--- src/rtl/veggie_pkg.sv ---
// Shared constants and enums for the frame buffer write path.
// The NIOS handshake codes and the fill-engine FSM states live here.
package veggie_pkg;

    localparam int unsigned H_RES   = 640;
    localparam int unsigned V_RES   = 480;
    localparam int unsigned ADDR_W  = 19;
    localparam int unsigned COLOR_W = 8;

    typedef enum logic [1:0] {
        OP_FILL  = 2'b00,
        OP_CLEAR = 2'b01,
        OP_RSVD2 = 2'b10,
        OP_RSVD3 = 2'b11
    } draw_op_t;

    typedef enum logic [1:0] {
        HS_IDLE = 2'b00,
        HS_BUSY = 2'b01,
        HS_DONE = 2'b10
    } hs_code_t;

    typedef enum logic [1:0] {
        ST_IDLE  = 2'b00,
        ST_SETUP = 2'b01,
        ST_DRAW  = 2'b10,
        ST_DONE  = 2'b11
    } fw_state_t;

endpackage

--- src/rtl/frame_writer_if.sv ---
// Command/status words from the NIOS PIOs plus the frame buffer write port.
// Handshake: software raises to_hw_sig=01 with the cmd_* words stable; hardware
// answers 01 (busy) then 10 (done); software drops to 00 and hardware returns to 00.
interface frame_writer_if;
    import veggie_pkg::*;

    logic [1:0]         to_hw_sig;
    logic [31:0]        cmd_pos;
    logic [31:0]        cmd_size;
    logic [31:0]        cmd_color;
    logic [1:0]         to_sw_sig;
    logic [ADDR_W-1:0]  frame_wrAddress;
    logic [COLOR_W-1:0] frame_input;
    logic               frame_we;

    modport master (
        output to_hw_sig, cmd_pos, cmd_size, cmd_color,
        input  to_sw_sig, frame_wrAddress, frame_input, frame_we
    );

    modport slave (
        input  to_hw_sig, cmd_pos, cmd_size, cmd_color,
        output to_sw_sig, frame_wrAddress, frame_input, frame_we
    );

endinterface

--- src/rtl/rect_clip.sv ---
// Combinational clip of a fill rectangle against the visible frame; also
// produces the first-pixel address without a multiplier.
module rect_clip
    import veggie_pkg::*;
(
    input  draw_op_t          op,
    input  logic [9:0]        x0,
    input  logic [9:0]        y0,
    input  logic [9:0]        w,
    input  logic [9:0]        h,
    output logic [9:0]        w_eff,
    output logic [9:0]        h_eff,
    output logic              empty,
    output logic [ADDR_W-1:0] base_addr
);

    logic [9:0]  x_s, y_s, w_s, h_s;
    logic [10:0] rem_w, rem_h;
    logic        x_out, y_out;

    always_comb begin
        x_s = x0;
        y_s = y0;
        w_s = w;
        h_s = h;
        if (op == OP_CLEAR) begin
            x_s = '0;
            y_s = '0;
            w_s = 10'(H_RES);
            h_s = 10'(V_RES);
        end

        x_out = ({1'b0, x_s} >= 11'(H_RES));
        y_out = ({1'b0, y_s} >= 11'(V_RES));
        // Remaining span wraps when the origin is off-screen; empty covers that case.
        rem_w = 11'(H_RES) - {1'b0, x_s};
        rem_h = 11'(V_RES) - {1'b0, y_s};
        w_eff = ({1'b0, w_s} < rem_w) ? w_s : rem_w[9:0];
        h_eff = ({1'b0, h_s} < rem_h) ? h_s : rem_h[9:0];

        empty = (op == OP_RSVD2) || (op == OP_RSVD3) || x_out || y_out ||
                (w_eff == 10'd0) || (h_eff == 10'd0);

        // y*640 = y*512 + y*128
        base_addr = (ADDR_W'(y_s) << 9) + (ADDR_W'(y_s) << 7) + ADDR_W'(x_s);
    end

endmodule

--- src/rtl/frame_writer.sv ---
// Rectangle-fill / clear engine: one pixel per clock into the frame buffer
// write port, driven by the NIOS four-phase request/status handshake.
module frame_writer
    import veggie_pkg::*;
(
    input  logic              Clk,
    input  logic              Reset_n,
    frame_writer_if.slave     bus,
    output fw_state_t         dbg_state
);

    fw_state_t          state_q, state_d;
    logic [9:0]         col_q, col_d, row_q, row_d, w_q, w_d, h_q, h_d;
    logic [ADDR_W-1:0]  base_q, base_d, addr_q, addr_d;
    logic [COLOR_W-1:0] color_q, color_d;
    logic               we_q, we_d;
    hs_code_t           sw_q, sw_d;

    draw_op_t           clip_op;
    logic [9:0]         clip_w, clip_h;
    logic               clip_empty;
    logic [ADDR_W-1:0]  clip_base;
    logic               unused_bits;

    assign clip_op     = draw_op_t'(bus.cmd_color[9:8]);
    assign unused_bits = ^{bus.cmd_pos[31:26], bus.cmd_pos[15:10],
                           bus.cmd_size[31:26], bus.cmd_size[15:10],
                           bus.cmd_color[31:10]};

    rect_clip u_clip (
        .op        (clip_op),
        .x0        (bus.cmd_pos[9:0]),
        .y0        (bus.cmd_pos[25:16]),
        .w         (bus.cmd_size[9:0]),
        .h         (bus.cmd_size[25:16]),
        .w_eff     (clip_w),
        .h_eff     (clip_h),
        .empty     (clip_empty),
        .base_addr (clip_base)
    );

    always_comb begin
        state_d = state_q;
        col_d   = col_q;
        row_d   = row_q;
        w_d     = w_q;
        h_d     = h_q;
        base_d  = base_q;
        addr_d  = addr_q;
        color_d = color_q;
        we_d    = 1'b0;
        sw_d    = HS_IDLE;

        case (state_q)
            ST_IDLE: begin
                if (bus.to_hw_sig == 2'b01) state_d = ST_SETUP;
            end
            ST_SETUP: begin
                w_d     = clip_w;
                h_d     = clip_h;
                base_d  = clip_base;
                addr_d  = clip_base;
                col_d   = '0;
                row_d   = '0;
                color_d = bus.cmd_color[COLOR_W-1:0];
                if (clip_empty) begin
                    state_d = ST_DONE;
                end else begin
                    state_d = ST_DRAW;
                    we_d    = 1'b1;
                end
            end
            ST_DRAW: begin
                // col_q/row_q index the pixel currently on the write port.
                if (col_q == w_q - 10'd1) begin
                    if (row_q == h_q - 10'd1) begin
                        state_d = ST_DONE;
                    end else begin
                        col_d  = '0;
                        row_d  = row_q + 10'd1;
                        base_d = base_q + ADDR_W'(H_RES);
                        addr_d = base_q + ADDR_W'(H_RES);
                        we_d   = 1'b1;
                    end
                end else begin
                    col_d  = col_q + 10'd1;
                    addr_d = addr_q + ADDR_W'(1);
                    we_d   = 1'b1;
                end
            end
            ST_DONE: begin
                if (bus.to_hw_sig == 2'b00) state_d = ST_IDLE;
            end
            default: state_d = ST_IDLE;
        endcase

        case (state_d)
            ST_IDLE: sw_d = HS_IDLE;
            ST_DONE: sw_d = HS_DONE;
            default: sw_d = HS_BUSY;
        endcase
    end

    always_ff @(posedge Clk) begin
        if (!Reset_n) begin
            state_q <= ST_IDLE;
            col_q   <= '0;
            row_q   <= '0;
            w_q     <= '0;
            h_q     <= '0;
            base_q  <= '0;
            addr_q  <= '0;
            color_q <= '0;
            we_q    <= 1'b0;
            sw_q    <= HS_IDLE;
        end else begin
            state_q <= state_d;
            col_q   <= col_d;
            row_q   <= row_d;
            w_q     <= w_d;
            h_q     <= h_d;
            base_q  <= base_d;
            addr_q  <= addr_d;
            color_q <= color_d;
            we_q    <= we_d;
            sw_q    <= sw_d;
        end
    end

    assign bus.to_sw_sig       = sw_q;
    assign bus.frame_wrAddress = addr_q;
    assign bus.frame_input     = color_q;
    assign bus.frame_we        = we_q;
    assign dbg_state           = state_q;

endmodule

--- src/flat_wrapper.sv ---
// flat-port wrapper written by rule: the top's interface ports become plain ports
module frame_writer_flat import veggie_pkg::*;
  (Clk, Reset_n, dbg_state, bus_to_hw_sig, bus_cmd_pos, bus_cmd_size, bus_cmd_color, bus_to_sw_sig, bus_frame_wrAddress, bus_frame_input, bus_frame_we);
  frame_writer_if bus_i ();
  input  logic Clk;
  input  logic Reset_n;
  output fw_state_t dbg_state;
  input wire logic [$bits(bus_i.to_hw_sig)-1:0] bus_to_hw_sig;
  input wire logic [$bits(bus_i.cmd_pos)-1:0] bus_cmd_pos;
  input wire logic [$bits(bus_i.cmd_size)-1:0] bus_cmd_size;
  input wire logic [$bits(bus_i.cmd_color)-1:0] bus_cmd_color;
  output wire logic [$bits(bus_i.to_sw_sig)-1:0] bus_to_sw_sig;
  output wire logic [$bits(bus_i.frame_wrAddress)-1:0] bus_frame_wrAddress;
  output wire logic [$bits(bus_i.frame_input)-1:0] bus_frame_input;
  output wire logic [$bits(bus_i.frame_we)-1:0] bus_frame_we;
  assign bus_i.to_hw_sig = bus_to_hw_sig;
  assign bus_i.cmd_pos = bus_cmd_pos;
  assign bus_i.cmd_size = bus_cmd_size;
  assign bus_i.cmd_color = bus_cmd_color;
  assign bus_to_sw_sig = bus_i.to_sw_sig;
  assign bus_frame_wrAddress = bus_i.frame_wrAddress;
  assign bus_frame_input = bus_i.frame_input;
  assign bus_frame_we = bus_i.frame_we;
  frame_writer u_core (.Clk(Clk), .Reset_n(Reset_n), .bus(bus_i), .dbg_state(dbg_state));
endmodule
--- config.mk ---
export PLATFORM = sky130hd
export DESIGN_NAME = frame_writer_flat
export DESIGN_NICKNAME = d
export VERILOG_FILES = /design/src/rtl/veggie_pkg.sv /design/src/rtl/frame_writer_if.sv /design/src/rtl/rect_clip.sv /design/src/rtl/frame_writer.sv /design/src/flat_wrapper.sv
export SDC_FILE = /design/constraint.sdc
export NUM_CORES = 1
export LEC_CHECK = 0
export CORE_MARGIN = 4
export CORE_UTILIZATION = 45
export CTS_CLUSTER_SIZE = 24
export DETAILED_ROUTE_END_ITERATION = 6
export GPL_ROUTABILITY_DRIVEN = 1
export GPL_TIMING_DRIVEN = 0
export HOLD_SLACK_MARGIN = 0.02
export PLACE_DENSITY = 0.7
export SYNTH_ARGS = -nofsm -noshare
export SYNTH_HDL_FRONTEND = slang
export SYNTH_SLANG_ARGS = --single-unit
--- constraint.sdc ---
create_clock -name Clk -period 6.36 [get_ports Clk]
set_input_delay 0.636 -clock Clk [delete_from_list [all_inputs] [get_ports Clk]]
set_output_delay 0.636 -clock Clk [all_outputs]
set_load 0.03 [all_outputs]
==> impl_metrics.yaml <==
worst_setup_path:
  critPathLaunchType: "input pin"
  reg2reg_depth: 12
  cp_top_family: "buffers and inverters"
  worst-path-buf-inv: 4
  slowest_delay_ns: 0.50
  crit_path_top_delay_cell: "clkdlybuf4s50_1"
  regToRegEndpoint: "u_core.bus.to_sw_sig[0]"
  crit_arrival_ns: 6.05
  reg2reg_slack_ns: 2.74
  cp-end-kind: "flop"
  path_max_fanout: 19
  timing.rr.start: "u_core.w_q[0]"
  worstPathCellList: "clkdlybuf4s50_1 > nand2b_1 > clkbuf_2 > clkbuf_2 > nand2_1 > ha_1 > clkbuf_1 > nor2b_1 > nand2_1 > nand2_1 > xor2_1 > or2_2 > ha_1 > nand3_1 > o311ai_0 > o21ai_2 > mux2_2 > o21ai_0 > a31oi_1 > ha_1 > and2_1"
  cp.required_ns: 6.61
  path_class: "in2reg"
timing:
  fin_crit_sh_pct: 91.3
  slew_headroom_pct: 44.7
  setup_viol: 0
  rsz0062_at_grt: "no"
  max_freq_ghz: 0.172
  holdWs_ns: 0.461
  tightestPinTransition_ns: 0.830
  fin_ws_ns: 0.553
  finalHoldViolations: 0
  period_needed_ns: 5.81
  slew_viol_final: 0
  fin_skew_ns: 0.00954
yosys:
  ys_seq_area_share_pct: 24.7
  syn_inst: 969
  synth_ff_type: "dfxtp_1"
  synth_top_cell_area_share_pct: 24.7
  ys_seq_elements: 91
  yosysWarningCount: 0
  yosysTopAreaCell: "dfxtp_1"
  synth_edf_count: 0
  syn_area_per_cell_um2: 7.62
  syn_area_um2: 7380
  syn-num-nets: 1121
  ys_types: 74
  synthTopCellsByArea: "dfxtp_1, ha_1, nor2_1"
  async_flop_share_pct: 0
detailed_routing:
  drt-wirelength-per-cell_um: 17.9
  drc: 0
  wl_mm: 22.9
  dr_total_vias: 7483
  drtAntennaViolNets: 0
  dr.pass1.iters: 5
  routed_via_density: 5.83
  drt_iter0_drc: 527
final_layout:
  nets: 1215
  synthToLayoutAreaGrowth_pct: 19.2
  final_cell_mix: "nor2_1, nand2_1, dfxtp_1"
  diodes: 0
  fill_cells: 1588
  layout-drive-gt1-share_pct: 5.34
  postLayoutCoreUtil_pct: 55.0
  final_common_cell: "nor2_1"
worst_hold_path:
  hold_class: "reg2reg"
  hold_start: "u_core.base_q[1]"
  hold_depth: 2
  min_to: "u_core.base_q[1]"
place:
  dp_hpwl_mm: 17.7
  dp_slack_ns: -0.449
  globalplace.congestion: 0.901
  port_buffers: 84
floorplanning:
  initial_core_util_pct: 46.1
  die_h_um: 136
  ioPinCount: 132
  die_x_um: 136
  rows: 46
  core_area_um2: 16000
  design.die.area_um2: 18500
global_routing:
  grt_max_degree: 15
  antenna_found_initial: 0
  grt_use_total_pct: 24.8
  grt_pass1_vias: 6857
  overflow: 0
  grt_pass1_wl_mm: 36.2
clocking:
  cts_sinks: 91
  cts-root-buf: "clkbuf_16"
  clockBufferDepth: 2
  tritoncts: "built"
  cts.clk_slew.worst_paths_ns: 0.07
  cts_max_level: 3
  insertion_delay_ns: 0.35
  cts_hold_buf: 0
  cts_buffers: 9
  ctsResizeCount: 2
  cts_setup_buffers: 0
pwr:
  p_leak_uw: 0.00353
  ir_drop_mv: 0.120
  power_density_nw_per_um2: 289
flow_run:
  maxCapViolations: 0
status:
  status: "completed"
==> synth_stat cells (6+ instances only) <==
cell type / number
a211oi_1: 16
a21o_1: 6
a21oi_1: 57
a311oi_1: 10
a31oi_1: 15
and2_1: 19
and3_1: 16
buf_2: 10
clkbuf_1: 36
dfxtp_1: 91
ha_1: 50
inv_1: 41
mux2i_1: 38
nand2_1: 97
nand2b_1: 7
nand3_1: 34
nand4_1: 10
nor2_1: 121
nor2b_1: 15
nor3_1: 36
nor4_1: 9
o211ai_1: 15
o21ai_0: 24
o21ai_1: 13
or3_1: 10
xnor2_1: 29
xor2_1: 40
==> worst max path at each step <==
stage | depth (start not counted) | start | slack (ns) | endpoint
after global routing | 21 | bus_cmd_color[9] | 0.22 | u_core.bus.to_sw_sig[0]
after global placement | 23 | bus_cmd_color[9] | -0.40 | u_core.bus.to_sw_sig[0]
final | 21 | bus_cmd_color[9] | 0.55 | u_core.bus.to_sw_sig[0]
after CTS | 23 | bus_cmd_color[9] | 0.08 | u_core.bus.to_sw_sig[0]
after floorplan | 22 | bus_cmd_color[9] | 1.37 | u_core.bus.to_sw_sig[0]
after detailed placement | 23 | bus_cmd_color[9] | -0.45 | u_core.bus.to_sw_sig[0]
==> kinds of logic (layout without fill, tap and decap cells) <==
family	after synthesis	after routing	synth area share [%]
multiplexers	41	41	5.61
AND/OR/NAND/NOR	408	408	27.0
XOR/XNOR	70	70	8.49
buffers and inverters	96	195	5.30
AO/OA/AOI/OAI	211	211	19.9
adder cells (fa/ha/maj)	52	52	9.02
flip-flops	91	91	24.7
==> through the flow <==
step                instance area (um2)  std cells  power (uW)  TNS, ns
floorplan                          7380        969        1610        0
global placement                   8490       1269        1970   -0.705
detailed placement                 8490       1269        1990   -0.821
CTS                                8800       1285        2520        0
global route                       8800       1284        2680        0
finish                             8800       1284        2540        0
==> routing by layer <==
layer	share of wire, %	GRT usage [%]	routed length [um]
met5	0	0	0
met4	1.8	7.45	416
met3	7.6	3.77	1740
met2	46	40.0	10500
met1	45	34.2	10300
==> registers in the layout, indices dropped and copies added (netlist names) <==
name and flops:
u_core.dbg_state 2, u_core.bus.frame_input 8, u_core.base_q 19, u_core.row_q 10
u_core.w_q 10, u_core.bus.frame_wrAddress 19, u_core.bus.frame_we 1, u_core.bus.to_sw_sig 2
u_core.h_q 10, u_core.col_q 10
==> worst min-delay path, stage by stage (launching register included) <==
cell	delay (ns)
dfxtp_1	0.31
nand2_1	0.05
a21oi_1	0.05
==> power by group <==
part | switching, uW | internal, uW | leakage [uW]
clock | 235 | 298 | 0.000142
sequential | 126 | 671 | 0.000743
combinational | 727 | 483 | 0.00264
total | 1090 | 1450 | 0.00353
==> area by class of cell <==
cell class	count	area, um2	share of cell area [%]
Buffer	53	234	2.66
Sequential cell	91	1820	20.7
Timing Repair Buffer	84	841	9.55
Tap cell	216	270	3.07
Multi-Input combinational cell	782	5180	58.9
Clock inverter	3	21.3	0.242
Inverter	42	158	1.79
Clock buffer	13	270	3.07
(Power assumes the default switching activity.)
